<file path="src/rtl/axi_read_arbiter.sv">
// Round-robin arbiter sharing one AXI read channel between ICache refill and DCache miss paths.
// Optional performance counters are enabled by defining AXI_ARB_PERF_EN.
module axi_read_arbiter #(
    parameter int ADDR_WIDTH = 32,
    parameter int DATA_WIDTH = 64,
    parameter int ID_WIDTH   = 4,
    parameter int LEN_WIDTH  = 8
) (
    input  logic                  clk,
    input  logic                  rst,

    input  logic                  ic_arvalid,
    output logic                  ic_arready,
    input  logic [ADDR_WIDTH-1:0] ic_araddr,
    input  logic [ID_WIDTH-1:0]   ic_arid,
    input  logic [LEN_WIDTH-1:0]  ic_arlen,
    input  logic [2:0]            ic_arsize,
    input  logic [1:0]            ic_arburst,
    output logic                  ic_rvalid,
    input  logic                  ic_rready,

    input  logic                  dc_arvalid,
    output logic                  dc_arready,
    input  logic [ADDR_WIDTH-1:0] dc_araddr,
    input  logic [ID_WIDTH-1:0]   dc_arid,
    input  logic [LEN_WIDTH-1:0]  dc_arlen,
    input  logic [2:0]            dc_arsize,
    input  logic [1:0]            dc_arburst,
    output logic                  dc_rvalid,
    input  logic                  dc_rready,

    output logic                  m_arvalid,
    input  logic                  m_arready,
    output logic [ADDR_WIDTH-1:0] m_araddr,
    output logic [ID_WIDTH-1:0]   m_arid,
    output logic [LEN_WIDTH-1:0]  m_arlen,
    output logic [2:0]            m_arsize,
    output logic [1:0]            m_arburst,
    input  logic                  m_rvalid,
    output logic                  m_rready,
    input  logic [DATA_WIDTH-1:0] m_rdata,
    input  logic [ID_WIDTH-1:0]   m_rid,
    input  logic [1:0]            m_rresp,
    input  logic                  m_rlast,

    output logic [DATA_WIDTH-1:0] r_data,
    output logic [ID_WIDTH-1:0]   r_id,
    output logic [1:0]            r_resp,
    output logic                  r_last,
    output logic                  protocol_err
`ifdef AXI_ARB_PERF_EN
    ,
    output logic [31:0]           perf_ic_grant,
    output logic [31:0]           perf_dc_grant,
    output logic [31:0]           perf_wait
`endif
);

    localparam logic [1:0] IDLE = 2'd0;
    localparam logic [1:0] ADDR = 2'd1;
    localparam logic [1:0] DATA = 2'd2;

    // Master index 0 is the ICache, 1 is the DCache.
    logic [1:0]            state_reg, state_next;
    logic                  grant_reg, grant_next;
    logic                  rr_last_reg, rr_last_next;
    logic [LEN_WIDTH-1:0]  len_q_reg, len_q_next;
    logic [LEN_WIDTH:0]    beat_cnt_reg, beat_cnt_next;
    logic                  protocol_err_reg, protocol_err_next;

    logic [1:0]            arvalid_vec;
    logic [1:0]            rready_vec;
    logic [1:0]            arready_vec;
    logic [1:0]            rvalid_vec;
    logic [ADDR_WIDTH-1:0] araddr_arr  [2];
    logic [ID_WIDTH-1:0]   arid_arr    [2];
    logic [LEN_WIDTH-1:0]  arlen_arr   [2];
    logic [2:0]            arsize_arr  [2];
    logic [1:0]            arburst_arr [2];

    logic                  gnt_arvalid;
    logic                  gnt_rready;
    logic                  ar_hs;
    logic                  r_beat;

    assign arvalid_vec    = {dc_arvalid, ic_arvalid};
    assign rready_vec     = {dc_rready, ic_rready};
    assign araddr_arr[0]  = ic_araddr;
    assign araddr_arr[1]  = dc_araddr;
    assign arid_arr[0]    = ic_arid;
    assign arid_arr[1]    = dc_arid;
    assign arlen_arr[0]   = ic_arlen;
    assign arlen_arr[1]   = dc_arlen;
    assign arsize_arr[0]  = ic_arsize;
    assign arsize_arr[1]  = dc_arsize;
    assign arburst_arr[0] = ic_arburst;
    assign arburst_arr[1] = dc_arburst;

    genvar gi;
    generate
        for (gi = 0; gi < 2; gi++) begin : g_route
            localparam logic IDX = 1'(gi);
            assign arready_vec[gi] = (state_reg == ADDR) && (grant_reg == IDX) && m_arready;
            assign rvalid_vec[gi]  = (state_reg == DATA) && (grant_reg == IDX) && m_rvalid;
        end
    endgenerate

    assign ic_arready = arready_vec[0];
    assign dc_arready = arready_vec[1];
    assign ic_rvalid  = rvalid_vec[0];
    assign dc_rvalid  = rvalid_vec[1];

    assign gnt_arvalid = arvalid_vec[grant_reg];
    assign gnt_rready  = rready_vec[grant_reg];

    assign m_arvalid = (state_reg == ADDR) && gnt_arvalid;
    assign m_araddr  = araddr_arr[grant_reg];
    assign m_arid    = arid_arr[grant_reg];
    assign m_arlen   = arlen_arr[grant_reg];
    assign m_arsize  = arsize_arr[grant_reg];
    assign m_arburst = arburst_arr[grant_reg];
    assign m_rready  = (state_reg == DATA) && gnt_rready;

    // Data-side fields go straight through; each cache qualifies them with its own rvalid.
    assign r_data = m_rdata;
    assign r_id   = m_rid;
    assign r_resp = m_rresp;
    assign r_last = m_rlast;

    assign protocol_err = protocol_err_reg;

    assign ar_hs  = m_arvalid && m_arready;
    assign r_beat = m_rvalid && m_rready;

    always_comb begin
        state_next        = state_reg;
        grant_next        = grant_reg;
        rr_last_next      = rr_last_reg;
        len_q_next        = len_q_reg;
        beat_cnt_next     = beat_cnt_reg;
        protocol_err_next = protocol_err_reg;
        case (state_reg)
            IDLE: begin
                if (|arvalid_vec) begin
                    grant_next = (arvalid_vec == 2'b11) ? ~rr_last_reg : arvalid_vec[1];
                    len_q_next = arlen_arr[grant_next];
                    state_next = ADDR;
                end
            end
            ADDR: begin
                if (ar_hs) begin
                    state_next    = DATA;
                    beat_cnt_next = '0;
                end
            end
            DATA: begin
                if (r_beat) begin
                    beat_cnt_next = beat_cnt_reg + 1'b1;
                    if (m_rlast) begin
                        rr_last_next = grant_reg;
                        state_next   = IDLE;
                        if (beat_cnt_reg != {1'b0, len_q_reg}) begin
                            protocol_err_next = 1'b1;
                        end
                    end else if (beat_cnt_reg == {1'b0, len_q_reg}) begin
                        // Final expected beat without rlast: flag it and keep waiting for rlast.
                        protocol_err_next = 1'b1;
                    end
                end
            end
            default: state_next = IDLE;
        endcase
    end

    always_ff @(posedge clk) begin
        if (!rst) begin
            state_reg        <= IDLE;
            grant_reg        <= 1'b0;
            rr_last_reg      <= 1'b1;
            len_q_reg        <= '0;
            beat_cnt_reg     <= '0;
            protocol_err_reg <= 1'b0;
        end else begin
            state_reg        <= state_next;
            grant_reg        <= grant_next;
            rr_last_reg      <= rr_last_next;
            len_q_reg        <= len_q_next;
            beat_cnt_reg     <= beat_cnt_next;
            protocol_err_reg <= protocol_err_next;
        end
    end

`ifdef AXI_ARB_PERF_EN
    logic [31:0] perf_ic_grant_reg;
    logic [31:0] perf_dc_grant_reg;
    logic [31:0] perf_wait_reg;
    logic        wait_now;

    // In IDLE only a tie leaves someone waiting; otherwise the non-granted master waits.
    assign wait_now = (state_reg == IDLE) ? (&arvalid_vec) : arvalid_vec[~grant_reg];

    always_ff @(posedge clk) begin
        if (!rst) begin
            perf_ic_grant_reg <= '0;
            perf_dc_grant_reg <= '0;
            perf_wait_reg     <= '0;
        end else begin
            if (ar_hs && !grant_reg) perf_ic_grant_reg <= perf_ic_grant_reg + 32'd1;
            if (ar_hs && grant_reg)  perf_dc_grant_reg <= perf_dc_grant_reg + 32'd1;
            if (wait_now)            perf_wait_reg     <= perf_wait_reg + 32'd1;
        end
    end

    assign perf_ic_grant = perf_ic_grant_reg;
    assign perf_dc_grant = perf_dc_grant_reg;
    assign perf_wait     = perf_wait_reg;
`endif

    // A granted master must keep arvalid high until its AR handshake completes.
    ar_hold_chk: assert property (@(posedge clk) disable iff (!rst)
        (state_reg == ADDR) |-> gnt_arvalid);

endmodule

</file>
<file path="config.mk">
export PLATFORM = sky130hd
export DESIGN_NAME = axi_read_arbiter
export DESIGN_NICKNAME = d
export VERILOG_FILES = /design/src/rtl/axi_read_arbiter.sv
export SDC_FILE = /design/constraint.sdc
export NUM_CORES = 1
export LEC_CHECK = 0
export BUFFER_PORTS_ARGS = -buffer_cell sky130_fd_sc_hd__buf_2
export CAP_MARGIN = 20
export CORE_AREA = 4 4 116 118
export CTS_BUF_LIST = sky130_fd_sc_hd__clkbuf_16
export CTS_CLUSTER_DIAMETER = 120
export DETAILED_ROUTE_END_ITERATION = 16
export DIE_AREA = 0 0 120 122
export GPL_ROUTABILITY_DRIVEN = 0
export HOLD_SLACK_MARGIN = 0.03
export MAX_ROUTING_LAYER = met4
export PLACE_DENSITY = 0.51
export SETUP_SLACK_MARGIN = 0.5
export SLEW_MARGIN = 10
export SYNTH_ARGS = -nofsm -noshare
export SYNTH_HDL_FRONTEND = slang
export SYNTH_SLANG_ARGS = --single-unit
</file>
<file path="constraint.sdc">
create_clock -name clk -period 3.31 [get_ports clk]
set_clock_uncertainty 0.2 [all_clocks]
set_input_delay 0.4965 -clock clk [delete_from_list [all_inputs] [get_ports clk]]
set_output_delay 0.4965 -clock clk [all_outputs]
set_load 0.01 [all_outputs]
</file>
==> summary by stage <==
STA
The sum of negative setup slack is 0 ns. For this run, the top clock speed supported by timing is 0.4312 GHz. Setup repair after global routing left no endpoint under its margin.

The number of setup violations in the final report is 0. The final worst-path cycle share is 70.06%. The final number of max-transition violations is 0. The transition at the pin with the smallest max-transition slack is 0.5817 ns. The worst pin sits at a relative slew slack of 61.22%.

The hold violation count in the final report is 0. The clock period minus worst slack is 2.319 ns.

Floorplanning
The floorplan has 41 rows. The die covers 14640 µm². For this configuration, the core starts out at a cell density of 18.93%. The die boundary width is 120 µm.

Pin placement for this block handled 304 I/O pins. The total area inside the core boundary comes to 12470 µm². From bottom edge to top edge, the die measures 122 µm.

Setup path
The largest fanout of any net on the critical path is 39. Among cell families on the critical path, the largest total delay comes from flip-flops. STA puts the critical path data required time at 2.61 ns. The critical path is of the reg -> out type. Walking the worst path, the cells encountered are buf_12 -> mux2_2 -> buf_2. STA classifies the critical path startpoint as a flip-flop. The slowest library cell on the worst path is sky130_fd_sc_hd__dfxtp_2. STA puts the critical path data arrival time at 1.62 ns. The endpoint kind of the worst setup timing path is an output pin. The number of buffer and inverter stages on the critical path is 2. In this design, the stage delay of the slowest critical-path cell is 0.56 ns.

Yosys
The dominant combinational cell family by area after synthesis is multiplexers. Sorting the synthesized cells by how often they occur yields 71 x sky130_fd_sc_hd__buf_4, 50 x sky130_fd_sc_hd__mux2_2, 22 x sky130_fd_sc_hd__dfxtp_1, 20 x sky130_fd_sc_hd__nor2_1, 12 x sky130_fd_sc_hd__nand2_1. The most frequently used cell type in the post-synthesis netlist is sky130_fd_sc_hd__buf_4.

The portion of synthesized area spent on multiplexers is 28.31%. The number of synthesized flops with an enable pin is 0. Yosys attributes the largest share of cell area to sky130_fd_sc_hd__mux2_2 24%, sky130_fd_sc_hd__buf_4 23%, sky130_fd_sc_hd__dfxtp_1 19%. The number of nets in the synthesized netlist is 454. The simple-gate portion of the synthesized area is 14.05%. The post-synthesis xor/xnor area fraction is 2.969%. The cell area after synthesis is 2360 µm². The average footprint of a synthesized cell is 8.550 µm². The number of synthesis warnings is 0. For this run, asynchronously set or reset flops after synthesis account for 0%. The synthesized netlist devotes 0.5302% of its cell area to adder and majority cells.

Summing the areas of all compound-gate instances in the mapped netlist gives 10.39% of the synthesized area. The area share of the leading cell type in the synthesized netlist is 23.86%. The number of unique standard cell types used by synthesis is 43. Synthesis inferred 22 register bits. The most used flip-flop cell after synthesis is sky130_fd_sc_hd__dfxtp_1.

The post-synthesis instance total is 276. The largest area contributor in the synthesized netlist is sky130_fd_sc_hd__mux2_2. After synthesis, flip-flops and latches occupy 18.66% of the total area.

GRT
The maximum number of pins on one net before global-route repair is 40. For this run, the total global-route usage over all layers was measured as 10.59%. The global-route wire length before repair is 12.22 mm. The number of antenna violations at the first check in global routing was 0. After global routing the overflow that remains totals 0.

The number of global-route vias before repair is 2399.

Layout
The cell area after layout is 2940 µm². The multi-input combinational cells in the finished layout cover a total of 1328 µm². Relative to the synthesized area, the layout overhead comes to 24.60%. Of the cells placed in the final design, the portion with a size suffix greater than 1 is 62.53%. In the final layout, flip-flops and latches occupy 441.7 µm².

The final layout contains 542 nets. Cells fill 23.59% of the core in the end. The layout has 1344 filler cells. The antenna diode instance count is 0.

The register with the most flip-flops in the layout has 9 of them.

Detailed routing
Using the TritonRoute via totals, the vias-per-cell ratio works out to 4.260. The iteration-0 DRC count of the detailed router is 97. The iteration count of the initial detailed-routing pass is 4.

The final routed wire length divided by cell count is 14.74 µm. The detailed-route via count is 2279. In this run the remaining antenna-violating nets after routing total 0. Summed over all layers, the routed wires come to 7.887 mm.

The number of DRC violations after detailed routing is 0.

Clock tree
The number of H-tree branching levels is 1. The number of gates given a new drive strength after cts is 0. For this design, the sink count on the clock tree is 22.

TritonCTS built the clock tree. No sink is reached through more buffers than the 2 on the longest clock path. The hold-fix buffer count after cts is 0. For the worst-skew pair, the clock arrives at the later sink with an insertion delay of 0.26 ns. The CTS clock-pin slew for the worst setup and hold paths is 0.06 ns.

Clock tree synthesis inserted a total of 3 buffers. The CTS root buffer is sky130_fd_sc_hd__clkbuf_16. Once the clock tree was built, the setup fixing pass inserted 0 buffers.

Pwr
The analysis attributes to cell leakage a power of 1.349 nW. The power per cell area is 346.5 nW/µm². The worst supply voltage drop on vdd is 0.1551 mV.

Status
The run finished with clean final reports.

Placed design
In this run the cell area measured after placement is 2835 µm². The half-perimeter wire length after placement is 6.736 mm. The total of buffers placed on input and output ports is 163.

Hold path
In this run the worst hold path is classified as reg -> reg.

Job
The number of maximum-capacitance constraint violations is 0.
-- metrics by stage --
| stage | instances | hold slack, ns | total power [mW] | setup WS, ns |
|---|---|---|---|---|
| detailed placement | 531 | 0.2814 | 0.6912 | 1.041 |
| CTS | 535 | 0.2948 | 1.027 | 0.9763 |
| global placement | 531 | 0.2799 | 0.6863 | 1.044 |
| global route | 535 | 0.3197 | 1.078 | 0.9132 |
| floorplan | 276 | 0.2489 | 0.6167 | 1.446 |
| finish | 535 | 0.2973 | 1.019 | 0.9911 |
-- worst reg2reg max path: stages (launching register included) --
cell and delay, ns:
sky130_fd_sc_hd__dfxtp_2 0.56, sky130_fd_sc_hd__mux2i_1 0.22, sky130_fd_sc_hd__o21ai_0 0.45, sky130_fd_sc_hd__nand2_1 0.19, sky130_fd_sc_hd__o221a_2 0.26
-- path summary, 6_finish.rpt --
kind	from	to	slack (ns)	cells past startpoint
max	grant_reg	m_arlen[3]	0.99	3
min	rr_last_reg	rr_last_reg	0.30	2
max reg2reg	grant_reg	beat_cnt_reg[5]	1.32	4
min reg2reg	rr_last_reg	rr_last_reg	0.30	2
-- placed cells by master (no fill, tap or decap), drive strengths merged, types with 2 or more instances in the layout --
cell    instances
nand4           2
nor3            5
or3             5
nand2b          2
mux2           51
nor2           20
buf           165
or4             2
dfxtp          22
a21oi           7
nand3           7
nor4            3
a211oi          8
clkbuf          3
a31oi           2
nor2b           2
o221a           2
and3            2
nand2          12
mux2i           9
xor2            8
o21ai           7
-- per-layer routing --
metal | wire [µm] | up-vias | global-route usage (%)
met5 | 0 | - | -
met4 | 49 | 0 | 1.718
met3 | 703 | 9 | 2.553
met2 | 4015 | 152 | 19.28
met1 | 3118 | 1033 | 11.99
li1 | - | 1085 | -
-- report_power, final --
part	internal, mW	switching, mW	total, mW
Sequential	0.286	0.0220	0.308
Combinational	0.187	0.187	0.374
Clock	0.240	0.0965	0.337
Total	0.713	0.306	1.02
-- area by class of cell --
cell class / instances / area share [%]
clock buffers: 3 / 2.553
clock inverters: 1 / 1.021
inverters: 2 / 0.2553
multi-input cells: 170 / 45.15
flip-flops and latches: 22 / 15.02
well taps: 172 / 7.319
repair buffers: 165 / 28.68
-- logic make-up after synthesis --
family / Yosys count
DFF: 22
buffers and inverters: 84
AOI/OAI and AO/OA: 35
adders and majority gates: 1
and+or+nand+nor: 66
muxes: 60
xor gates and xnor gates: 8
Power figures use the tool's default switching activity.
